[src/rtl/mem_arb_pkg.sv]
// Shared types and constants for the I/D memory arbiter.
//   arb_state_t       : arbiter FSM states
//   owner_t           : which cache side owns / last owned the memory port
//   WORDS_PER_BLOCK   : 16-bit words per cache block fill
//   BLOCK_OFFSET_BITS : byte-offset bits inside one block (8 words x 2 bytes)
package mem_arb_pkg;

    localparam int WORDS_PER_BLOCK   = 8;
    localparam int BLOCK_OFFSET_BITS = 4;

    typedef enum logic [1:0] {
        IDLE    = 2'd0,
        I_FILL  = 2'd1,
        D_FILL  = 2'd2,
        D_WRITE = 2'd3
    } arb_state_t;

    typedef enum logic {
        OWN_I = 1'b0,
        OWN_D = 1'b1
    } owner_t;

endpackage

[src/rtl/mem_fill_seq.sv]
// Block-fill sequencer: counts issued read commands and returned read words
// for the fill currently in progress.
//   clk, rst     : clock, asynchronous active-high reset
//   active       : a fill state is current; counters are cleared otherwise
//   rvalid       : memory read data valid
//   issue_active : a read command must be issued this cycle
//   issue_idx    : word index of the command issued this cycle
//   recv_idx     : word index of the data returned this cycle
//   last_word    : the final word of the block is being returned this cycle
module mem_fill_seq #(
    parameter int WORDS = 8
) (
    input  logic       clk,
    input  logic       rst,
    input  logic       active,
    input  logic       rvalid,
    output logic       issue_active,
    output logic [2:0] issue_idx,
    output logic [2:0] recv_idx,
    output logic       last_word
);

    // One extra bit so issue_cnt can reach WORDS and stop issuing.
    localparam int CW = $clog2(WORDS) + 1;

    logic [CW-1:0] issue_cnt;
    logic [CW-1:0] recv_cnt;

    assign issue_active = active && (issue_cnt < CW'(WORDS));
    assign issue_idx    = 3'(issue_cnt);
    assign recv_idx     = 3'(recv_cnt);
    assign last_word    = active && rvalid && (recv_cnt == CW'(WORDS - 1));

    // Clearing on the last word leaves both counters at zero for the
    // IDLE cycle that always follows, so the next fill starts clean.
    always_ff @(posedge clk or posedge rst) begin
        if (rst) begin
            issue_cnt <= '0;
            recv_cnt  <= '0;
        end else if (!active || last_word) begin
            issue_cnt <= '0;
            recv_cnt  <= '0;
        end else begin
            if (issue_active) begin
                issue_cnt <= issue_cnt + CW'(1);
            end
            if (rvalid) begin
                recv_cnt <= recv_cnt + CW'(1);
            end
        end
    end

endmodule

[src/rtl/mem_arbiter.sv]
// Arbiter sharing one pipelined memory port between an instruction cache
// (block fills) and a data cache (block fills or single-word write-through).
//   clk, rst                      : clock, asynchronous active-high reset
//   i_req, i_addr                 : I-side fill request (held until i_done)
//   d_req, d_wr, d_addr, d_wdata  : D-side request; d_wr=1 single-word write
//   i_fill_valid/data/idx         : returned fill words to the I-side
//   d_fill_valid/data/idx         : returned fill words to the D-side
//   i_done, d_done                : one-cycle completion pulses
//   mem_enable, mem_wr            : memory command strobes
//   mem_addr, mem_wdata           : memory command address / write data
//   mem_rdata, mem_rvalid         : in-order read return from memory
module mem_arbiter #(
    parameter int WORDS_PER_BLOCK = 8,
    parameter int ADDR_WIDTH      = 16
) (
    input  logic                  clk,
    input  logic                  rst,
    input  logic                  i_req,
    input  logic [ADDR_WIDTH-1:0] i_addr,
    input  logic                  d_req,
    input  logic                  d_wr,
    input  logic [ADDR_WIDTH-1:0] d_addr,
    input  logic [15:0]           d_wdata,
    output logic                  i_fill_valid,
    output logic [15:0]           i_fill_data,
    output logic [2:0]            i_fill_idx,
    output logic                  d_fill_valid,
    output logic [15:0]           d_fill_data,
    output logic [2:0]            d_fill_idx,
    output logic                  i_done,
    output logic                  d_done,
    output logic                  mem_enable,
    output logic                  mem_wr,
    output logic [ADDR_WIDTH-1:0] mem_addr,
    output logic [15:0]           mem_wdata,
    input  logic [15:0]           mem_rdata,
    input  logic                  mem_rvalid
);

    import mem_arb_pkg::*;

    localparam logic [ADDR_WIDTH-1:0] BLOCK_MASK = ~ADDR_WIDTH'((1 << BLOCK_OFFSET_BITS) - 1);
    localparam logic [ADDR_WIDTH-1:0] WORD_MASK  = ~ADDR_WIDTH'(1);

    arb_state_t            state;
    arb_state_t            state_nxt;
    owner_t                last_grant;
    logic [ADDR_WIDTH-1:0] lat_addr;
    logic [15:0]           lat_data;

    logic                  fill_active;
    logic                  issue_active;
    logic [2:0]            issue_idx;
    logic [2:0]            recv_idx;
    logic                  last_word;
    logic                  grant_d;

    assign fill_active = (state == I_FILL) || (state == D_FILL);

    // D wins when it is the only requester, or on a tie when I was the
    // side served most recently.
    assign grant_d = d_req && (!i_req || (last_grant == OWN_I));

    mem_fill_seq #(
        .WORDS (WORDS_PER_BLOCK)
    ) u_fill_seq (
        .clk          (clk),
        .rst          (rst),
        .active       (fill_active),
        .rvalid       (mem_rvalid),
        .issue_active (issue_active),
        .issue_idx    (issue_idx),
        .recv_idx     (recv_idx),
        .last_word    (last_word)
    );

    // State register
    always_ff @(posedge clk or posedge rst) begin
        if (rst) begin
            state <= IDLE;
        end else begin
            state <= state_nxt;
        end
    end

    // Next-state logic
    always_comb begin
        state_nxt = state;
        case (state)
            IDLE: begin
                if (grant_d) begin
                    state_nxt = d_wr ? D_WRITE : D_FILL;
                end else if (i_req) begin
                    state_nxt = I_FILL;
                end
            end
            I_FILL, D_FILL: begin
                if (last_word) begin
                    state_nxt = IDLE;
                end
            end
            D_WRITE: state_nxt = IDLE;
            default: state_nxt = IDLE;
        endcase
    end

    // Request latch and fairness flop, captured at grant / completion.
    always_ff @(posedge clk or posedge rst) begin
        if (rst) begin
            last_grant <= OWN_I;
            lat_addr   <= '0;
            lat_data   <= '0;
        end else begin
            if (state == IDLE) begin
                if (grant_d) begin
                    lat_addr <= d_addr & (d_wr ? WORD_MASK : BLOCK_MASK);
                    lat_data <= d_wdata;
                end else if (i_req) begin
                    lat_addr <= i_addr & BLOCK_MASK;
                end
            end
            if (last_word) begin
                last_grant <= (state == I_FILL) ? OWN_I : OWN_D;
            end else if (state == D_WRITE) begin
                last_grant <= OWN_D;
            end
        end
    end

    // Output logic: everything is zero outside the owning state, and
    // returned data is gated so idle outputs stay at zero.
    always_comb begin
        i_fill_valid = 1'b0;
        i_fill_data  = '0;
        i_fill_idx   = '0;
        d_fill_valid = 1'b0;
        d_fill_data  = '0;
        d_fill_idx   = '0;
        i_done       = 1'b0;
        d_done       = 1'b0;
        mem_enable   = 1'b0;
        mem_wr       = 1'b0;
        mem_addr     = '0;
        mem_wdata    = '0;
        case (state)
            I_FILL, D_FILL: begin
                mem_enable = issue_active;
                if (issue_active) begin
                    mem_addr = lat_addr | ADDR_WIDTH'({issue_idx, 1'b0});
                end
                if (state == I_FILL) begin
                    i_fill_valid = mem_rvalid;
                    i_fill_data  = mem_rvalid ? mem_rdata : 16'h0000;
                    i_fill_idx   = mem_rvalid ? recv_idx : 3'd0;
                    i_done       = last_word;
                end else begin
                    d_fill_valid = mem_rvalid;
                    d_fill_data  = mem_rvalid ? mem_rdata : 16'h0000;
                    d_fill_idx   = mem_rvalid ? recv_idx : 3'd0;
                    d_done       = last_word;
                end
            end
            D_WRITE: begin
                mem_enable = 1'b1;
                mem_wr     = 1'b1;
                mem_addr   = lat_addr;
                mem_wdata  = lat_data;
                d_done     = 1'b1;
            end
            default: begin
            end
        endcase
    end

endmodule

[config.mk]
export PLATFORM = sky130hd
export DESIGN_NAME = mem_arbiter
export DESIGN_NICKNAME = d
export VERILOG_FILES = /design/src/rtl/mem_arb_pkg.sv /design/src/rtl/mem_fill_seq.sv /design/src/rtl/mem_arbiter.sv
export SDC_FILE = /design/constraint.sdc
export NUM_CORES = 1
export LEC_CHECK = 0
export BUFFER_PORTS_ARGS = -buffer_cell sky130_fd_sc_hd__buf_2
export CAP_MARGIN = 15
export CORE_MARGIN = 3
export CORE_UTILIZATION = 45
export CTS_BUF_LIST = sky130_fd_sc_hd__clkbuf_4 sky130_fd_sc_hd__clkbuf_8
export CTS_CLUSTER_DIAMETER = 30
export DETAILED_ROUTE_END_ITERATION = 12
export PLACE_DENSITY = 0.81
export RECOVER_POWER = 100
export SLEW_MARGIN = 5
export SYNTH_ARGS = -nofsm -noshare
export SYNTH_HDL_FRONTEND = slang
export SYNTH_SLANG_ARGS = --single-unit
[constraint.sdc]
create_clock -name clk -period 2.45 [get_ports clk]
set_input_delay 0.49 -clock clk [delete_from_list [all_inputs] [get_ports clk]]
set_output_delay 0.49 -clock clk [all_outputs]
set_load 0.01 [all_outputs]
---- After elaboration in Yosys (flattened, before gate mapping) ----
Index checks and enable logic that the tools add are counted.
word-level totals
  flip-flop bits (word level) ............. 43
cells by class
  $add $sub $neg .......................... 2
  $lt $le $gt $ge ......................... 1
  eq/ne operators ......................... 6
  multiplexer cells ....................... 38
  bitwise gates (word level) .............. 3
  reduce and logical (&&, ||, !) cells .... 18
operators by type and width
  operator                                              count
  2-to-1 mux 16 bit                                     9
  case mux 16 bit (2 select lines)                      1
  2-to-1 mux 4 bit                                      5
  bitwise AND 16 bit                                    1
  OR 16 x 4 -> 16 bit                                   1
  2-to-1 mux 3 bit                                      5
  2-to-1 mux 1 bit                                      12
  adder 4 x 1 -> 4 bit (second input constant)          2
  nonzero test 2 bit                                    4
  2-to-1 mux 2 bit                                      3
  case mux 2 bit (3 select lines)                       1
  AND reduction 2 bit                                   3
  equality test 2 bit (second input constant)           2
  equality test 4 x 3 -> 1 bit (second input constant)  1
  logical AND 1 bit                                     4
  less-than comparator 4 bit (second input constant)    1
  case mux 1 bit (2 select lines)                       2
  logical OR 1 bit                                      3
  != test 3 bit (second input constant)                 1
  equality test 2 x 1 -> 1 bit (second input constant)  1
  zero test 1 bit                                       2
  zero test 2 bit                                       1
  != test 2 bit (second input constant)                 1
  OR reduction 2 bit                                    1
  inverter 1 bit                                        1

---- Longest topological paths before layout ----
  depth in word-level cells ............... 6
  depth in mapped cells ................... 7

---- Cells and area by module ----
From an unflattened synthesis, not the netlist that was laid out.
unflattened totals
  cells, all modules ...................... 287
  area, all modules ....................... 2,486.1 µm²
modules (own cells, without submodules)
  module        times used  cells each  area each (µm²)
  mem_arbiter   1           243         2,035.7
  mem_fill_seq  1           44          450.4

---- Least setup slack after synthesis ----
No wires, ideal clock.
  path kind ............................... reg-to-output
  start point ............................. register state[0]
  end point ............................... output mem_addr[10]
  arrival time ............................ 1.491 ns
  required time ........................... 1.960 ns
  slack ................................... 0.469 ns
  stages on the path, launching flop included .. 8
  path buffers ............................ 1
  cells stage by stage .................... dfrtp_1 inv_1 ha_1 nor2b_1 o21bai_2 inv_1 buf_2 and2_1
between the ends
  longest elaborated chain between the ends .. 5
  elaborated cells between the ends (all ways) .. 8
  classes of those cells .................. eq/ne: 3; mux: 2; reduce/logical: 3
RTL lines
  what                                                                        RTL line                               source
  start, declared                                                             mem_arbiter.sv:45                      arb_state_t state;
  start signal, assigned                                                      mem_arbiter.sv:82                      state <= state_nxt;
  equality test 2 x 1 -> 1 bit / equality test 2 bit (equally long branches)  mem_arbiter.sv:58, mem_arbiter.sv:145
  logical OR 1 bit                                                            mem_arbiter.sv:58                      assign fill_active = (state == I_FILL) || (state == D_FILL);
  logical AND 1 bit                                                           mem_fill_seq.sv:29                     assign issue_active = active && (issue_cnt < CW'(WORDS));
  2-to-1 mux 16 bit                                                           mem_arbiter.sv:148                     if (issue_active) begin
  case mux 16 bit (2 select lines) *                                          mem_arbiter.sv:145                     case (state)
  end, declared                                                               mem_arbiter.sv:34                      output logic [ADDR_WIDTH-1:0] mem_addr,
Mark *: on every way between the ends. The rest lies on a longest branch, timed or not.

---- Worst setup path after layout ----
  start point ............................. register state[1]
  end point ............................... output mem_addr[13]
The elaborated chain is that of the path after synthesis.

==> flow_results.org <==
** Clocking
- CTS placed an instance of sky130_fd_sc_hd__clkbuf_8 at the clock tree root.
- TritonCTS built the clock tree.
- After clock tree synthesis, the clock-pin slew on the worst setup and hold paths is 0.07 ns.
- Number of levels the H-tree was split into :: 2
- Clock tree synthesis found a total of 42 sinks.
- The number of clock buffers added by TritonCTS is 5.
- The later pin in the worst-skew pair is clocked with a latency of 0.29 ns.
- The clock passes through at most 2 buffers.

** Route
- Average detailed-routed wire length per instance :: 13.1 um
- # DRC :: 0
- Vias after detailed routing :: 2214
- DR pass1 iterations :: 4
- In this run, the number of DRC markers left after iteration 0 of detailed routing was 84.
- Aggregate routed wire length :: 6030 um
- In this run the remaining antenna-violating nets after routing total 0.
- Vias per cell :: 4.82

** Floorplanning
- In this run the standard cell core region covers 5240 um2.
- 146 I/O pins were placed.
- Row count :: 26
- The floorplan step set the die height to 80.5 um.
- Die Span X :: 80.5 um
- Die footprint :: 6480 um2
- Initial Utilization :: 47.7%

** Synth
- Cell type contributing the most total cell area after synthesis :: sky130_fd_sc_hd__dfrtp_1
- Number of distinct standard cells referenced by the synthesized netlist :: 41
- Warning count from the yosys run :: 0
- The cell count after synthesis came out at 242.
- Counting every net in the synthesized netlist gives 318.
- Share of the synthesized area in the top cell type :: 42.1%
- Top post-synthesis cells by area :: sky130_fd_sc_hd__dfrtp_1 (42%), sky130_fd_sc_hd__and2_1 (17%), sky130_fd_sc_hd__mux2_4 (9.6%), sky130_fd_sc_hd__mux2i_1 (5.2%), sky130_fd_sc_hd__ha_1 (3.0%)
- Async set-or-reset flop fraction in the synthesized netlist :: 100%
- Yosys mapped a number of flops with a built-in enable equal to 0.
- Post-synthesis sequential area ratio :: 42.1%
- Flip-flop cell with the highest count after synthesis :: sky130_fd_sc_hd__dfrtp_1
- Counting flops and latches in the post-synthesis netlist gives 42.
- Per-instance average area after synthesis :: 10.3 um2
- The synthesized netlist occupies a cell area of 2500 um2.

** Finish
- Fill cells in the final layout number 468.
- Share of layout cells above drive strength 1 :: 31.4%
- For this run, the post-layout net count is 464.
- At the end of the flow the core is filled with cells to 63.0%.
- The number of antenna diodes in the final layout is 0.
- Relative to the synthesized area, the layout overhead comes to 32.1%.
- Post-route cell area :: 3300 um2

** Critical path
- Tracing the worst setup path back leads to its startpoint at state[1]$_DFFE_PP0P_.
- Peak fanout along the critical path :: 8
- CP startpoint kind :: register
- The worst setup path is of the reg2out kind.
- Reg2reg path depth :: 3
- The startpoint identified for the worst register-to-register timing path is last_grant$_DFFE_PP0P_.
- CP endpoint kind :: primary output
- In this run the worst setup path terminates at mem_addr[13].
- Endpoint of the most critical register-to-register path :: lat_data[12]$_DFFE_PP0P_
- Data required time of the critical path :: 1.96 ns
- Setup slack on the worst flop-to-flop path :: 0.55 ns
- Data on the critical path arrives at its endpoint at 1.85 ns.

** Place
- Routability-driven placement congestion ratio :: 0.803
- Place WS :: 0.139 ns
- HPWL after detailed placement :: 4710 um
- Cell Area, Placed :: 3260 um2
- Count of port buffers added during placement :: 139

** Global route
- Wire length of the first global-routing pass :: 9920 um
- Global routing used 19.1% of the available tracks.
- The number of global-route vias before repair was 2249.
- GRT Residual Overflow :: 0
- Maximum number of pins on one net before global-route repair :: 29
- The initial antenna violation count is 0.

** Power
- Sequential power share :: 35.1%
- IR analysis of the VDD net gives a maximum drop of 0.523 mV.
- Combinational fraction of design power :: 48.4%
- In this run, the clock network consumes 16.5% of the power.
- The analysis attributes to cell leakage a power of 1.63 nW.
- After layout, the design draws a total of 3.28 mW.
- Net switching is 37.0% of the power.
- In this run the power density over the cells is 992 nW/um2.
- Cell internal pwr :: 2.06 mW
- For this design the total switching power over the nets is 1.21 mW.

** STA
- Setup repair after global routing left no endpoint under its margin.
- Worst relative slew slack :: 1.84%
- Pin slew with the least headroom to its limit :: 1.47 ns
- The final-report hold violation count was 0.
- Of the available clock period, the critical path in the final layout requires 95.5%.
- Summed over all failing endpoints, the final setup total negative slack is 0 ns.
- The clock arrives with 0.00377 ns of skew.
- The clock period could shrink to 2.34 ns.
- Final critical-path setup slack :: 0.110 ns
- Setup violations remaining at the end of the flow were counted as 0.
- Max Clk Rate :: 0.427 GHz
- The number of max-slew violations in the final report was 0.

** Outcome
- Outcome :: complete, no violations

** Run
- Max-cap violations in this run came to 0.

** Hold path
- The tightest min-delay check is of the in2async type.
-- area by class of cell --
class                           count  area (um2)  share of cell area (%)
Clock buffer                        7        83.8                    2.54
Clock inverter                      1        30.0                   0.910
Inverter                            5        21.3                   0.644
Multi-Input combinational cell    180        1290                    39.1
Sequential cell                    42        1050                    31.8
Tap cell                           70        87.6                    2.65
Timing Repair Buffer              153         729                    22.1
Timing Repair inverter              1        7.51                   0.227
-- timing repair --
action / 4_1_cts / 5_1_grt
resized for setup: 9 / 1
buffers inserted: 3 / 2
hold buffers: 0 / 0
endpoints found under the setup margin: 25 / 17
gates cloned: 1 / 0
pin swaps: 3 / 1
-- cells in the final DEF, fill, tap and decap left out, types with 2 or more instances in the layout --
master                       n
sky130_fd_sc_hd__a21oi_1     4
sky130_fd_sc_hd__o21ai_0    10
sky130_fd_sc_hd__nand2b_1    2
sky130_fd_sc_hd__mux2i_1    13
sky130_fd_sc_hd__inv_2       2
sky130_fd_sc_hd__o2bb2ai_1   2
sky130_fd_sc_hd__clkbuf_8    5
sky130_fd_sc_hd__nand2_1    16
sky130_fd_sc_hd__nand3b_1    2
sky130_fd_sc_hd__nor2b_1     3
sky130_fd_sc_hd__a32o_1      3
sky130_fd_sc_hd__nor2_1      8
sky130_fd_sc_hd__and2_1     61
sky130_fd_sc_hd__xnor2_1     2
sky130_fd_sc_hd__mux2_1     16
sky130_fd_sc_hd__clkbuf_4    2
sky130_fd_sc_hd__ha_1        5
sky130_fd_sc_hd__clkbuf_1   49
sky130_fd_sc_hd__o21ai_1     2
sky130_fd_sc_hd__clkbuf_2   12
sky130_fd_sc_hd__and2_0      8
sky130_fd_sc_hd__dfrtp_1    42
sky130_fd_sc_hd__a21boi_0    4
sky130_fd_sc_hd__buf_4      10
sky130_fd_sc_hd__buf_2      82
-- metrics by stage --
stage | instances | hold WS (ns)
3_3_place_gp | 445 | 0.457
5_1_grt | 459 | 0.179
4_1_cts | 457 | 0.162
2_1_floorplan | 242 | 0.442
6_report | 459 | 0.162
3_5_place_dp | 445 | 0.468
-- sequential cells by signal, indices dropped and copies added (netlist names) --
register              count
lat_data                 16
last_grant                1
state                     2
lat_addr                 15
u_fill_seq.issue_cnt      4
u_fill_seq.recv_cnt       4
-- cell usage after synthesis, drive strengths merged, types with 2 or more instances --
master and instances:
and2 69, dfrtp 42, mux2 16, nand2 16
mux2i 13, o21ai 13, buf 9, nor2 8
clkbuf 6, ha 6, inv 5, a21boi 4
a21oi 4, nor2b 4, a32o 3, and3 2
nand2b 2, nand3b 2, o2bb2ai 2, xnor2 2
-- worst min-delay path by stage --
stage,start,end
after floorplan,lat_addr[13]$_DFFE_PP0P_,lat_addr[13]$_DFFE_PP0P_
after global placement,lat_addr[13]$_DFFE_PP0P_,lat_addr[13]$_DFFE_PP0P_
after detailed placement,lat_addr[4]$_DFFE_PP0P_,lat_addr[4]$_DFFE_PP0P_
after CTS,rst,lat_data[0]$_DFFE_PP0P_
after global routing,rst,lat_data[12]$_DFFE_PP0P_
final,rst,lat_data[12]$_DFFE_PP0P_
-- per-layer routing --
| layer | vias up | routed length [um] | track usage [%] |
|---|---|---|---|
| li1 | 1092 | - | - |
| met1 | 1039 | 2360 | 22.4 |
| met2 | 77 | 3210 | 36.1 |
| met3 | 6 | 383 | 3.92 |
| met4 | 0 | 65 | 3.38 |
| met5 | - | 0 | 0 |
-- worst max-delay path: stages (launching register included) --
cell	delay, ns
sky130_fd_sc_hd__dfrtp_1	0.40
sky130_fd_sc_hd__inv_2	0.09
sky130_fd_sc_hd__ha_4	0.22
sky130_fd_sc_hd__nor2b_4	0.14
sky130_fd_sc_hd__o21bai_4	0.21
sky130_fd_sc_hd__buf_4	0.16
sky130_fd_sc_hd__inv_4	0.05
sky130_fd_sc_hd__and2_1	0.15
sky130_fd_sc_hd__clkbuf_2	0.13
-- kinds of logic after synthesis --
logic type	synth area share, %
other cells	0.150
fa+ha+maj	3.00
xor+xnor	1.05
simple gates	25.0
compound gates	9.42
flops	42.1
mux	14.8
buf+inv	4.51
-- power by group through the flow --
stage	sequential [mW]	clock, mW	combinational, mW
after CTS	1.16	0.562	1.75
after floorplan	1.12	0	1.13
after global routing	1.19	0.585	1.78
after global placement	1.15	0	1.57
final	1.15	0.541	1.58
after detailed placement	1.17	0	1.62
Note: power is estimated with default switching activity, not from simulation.
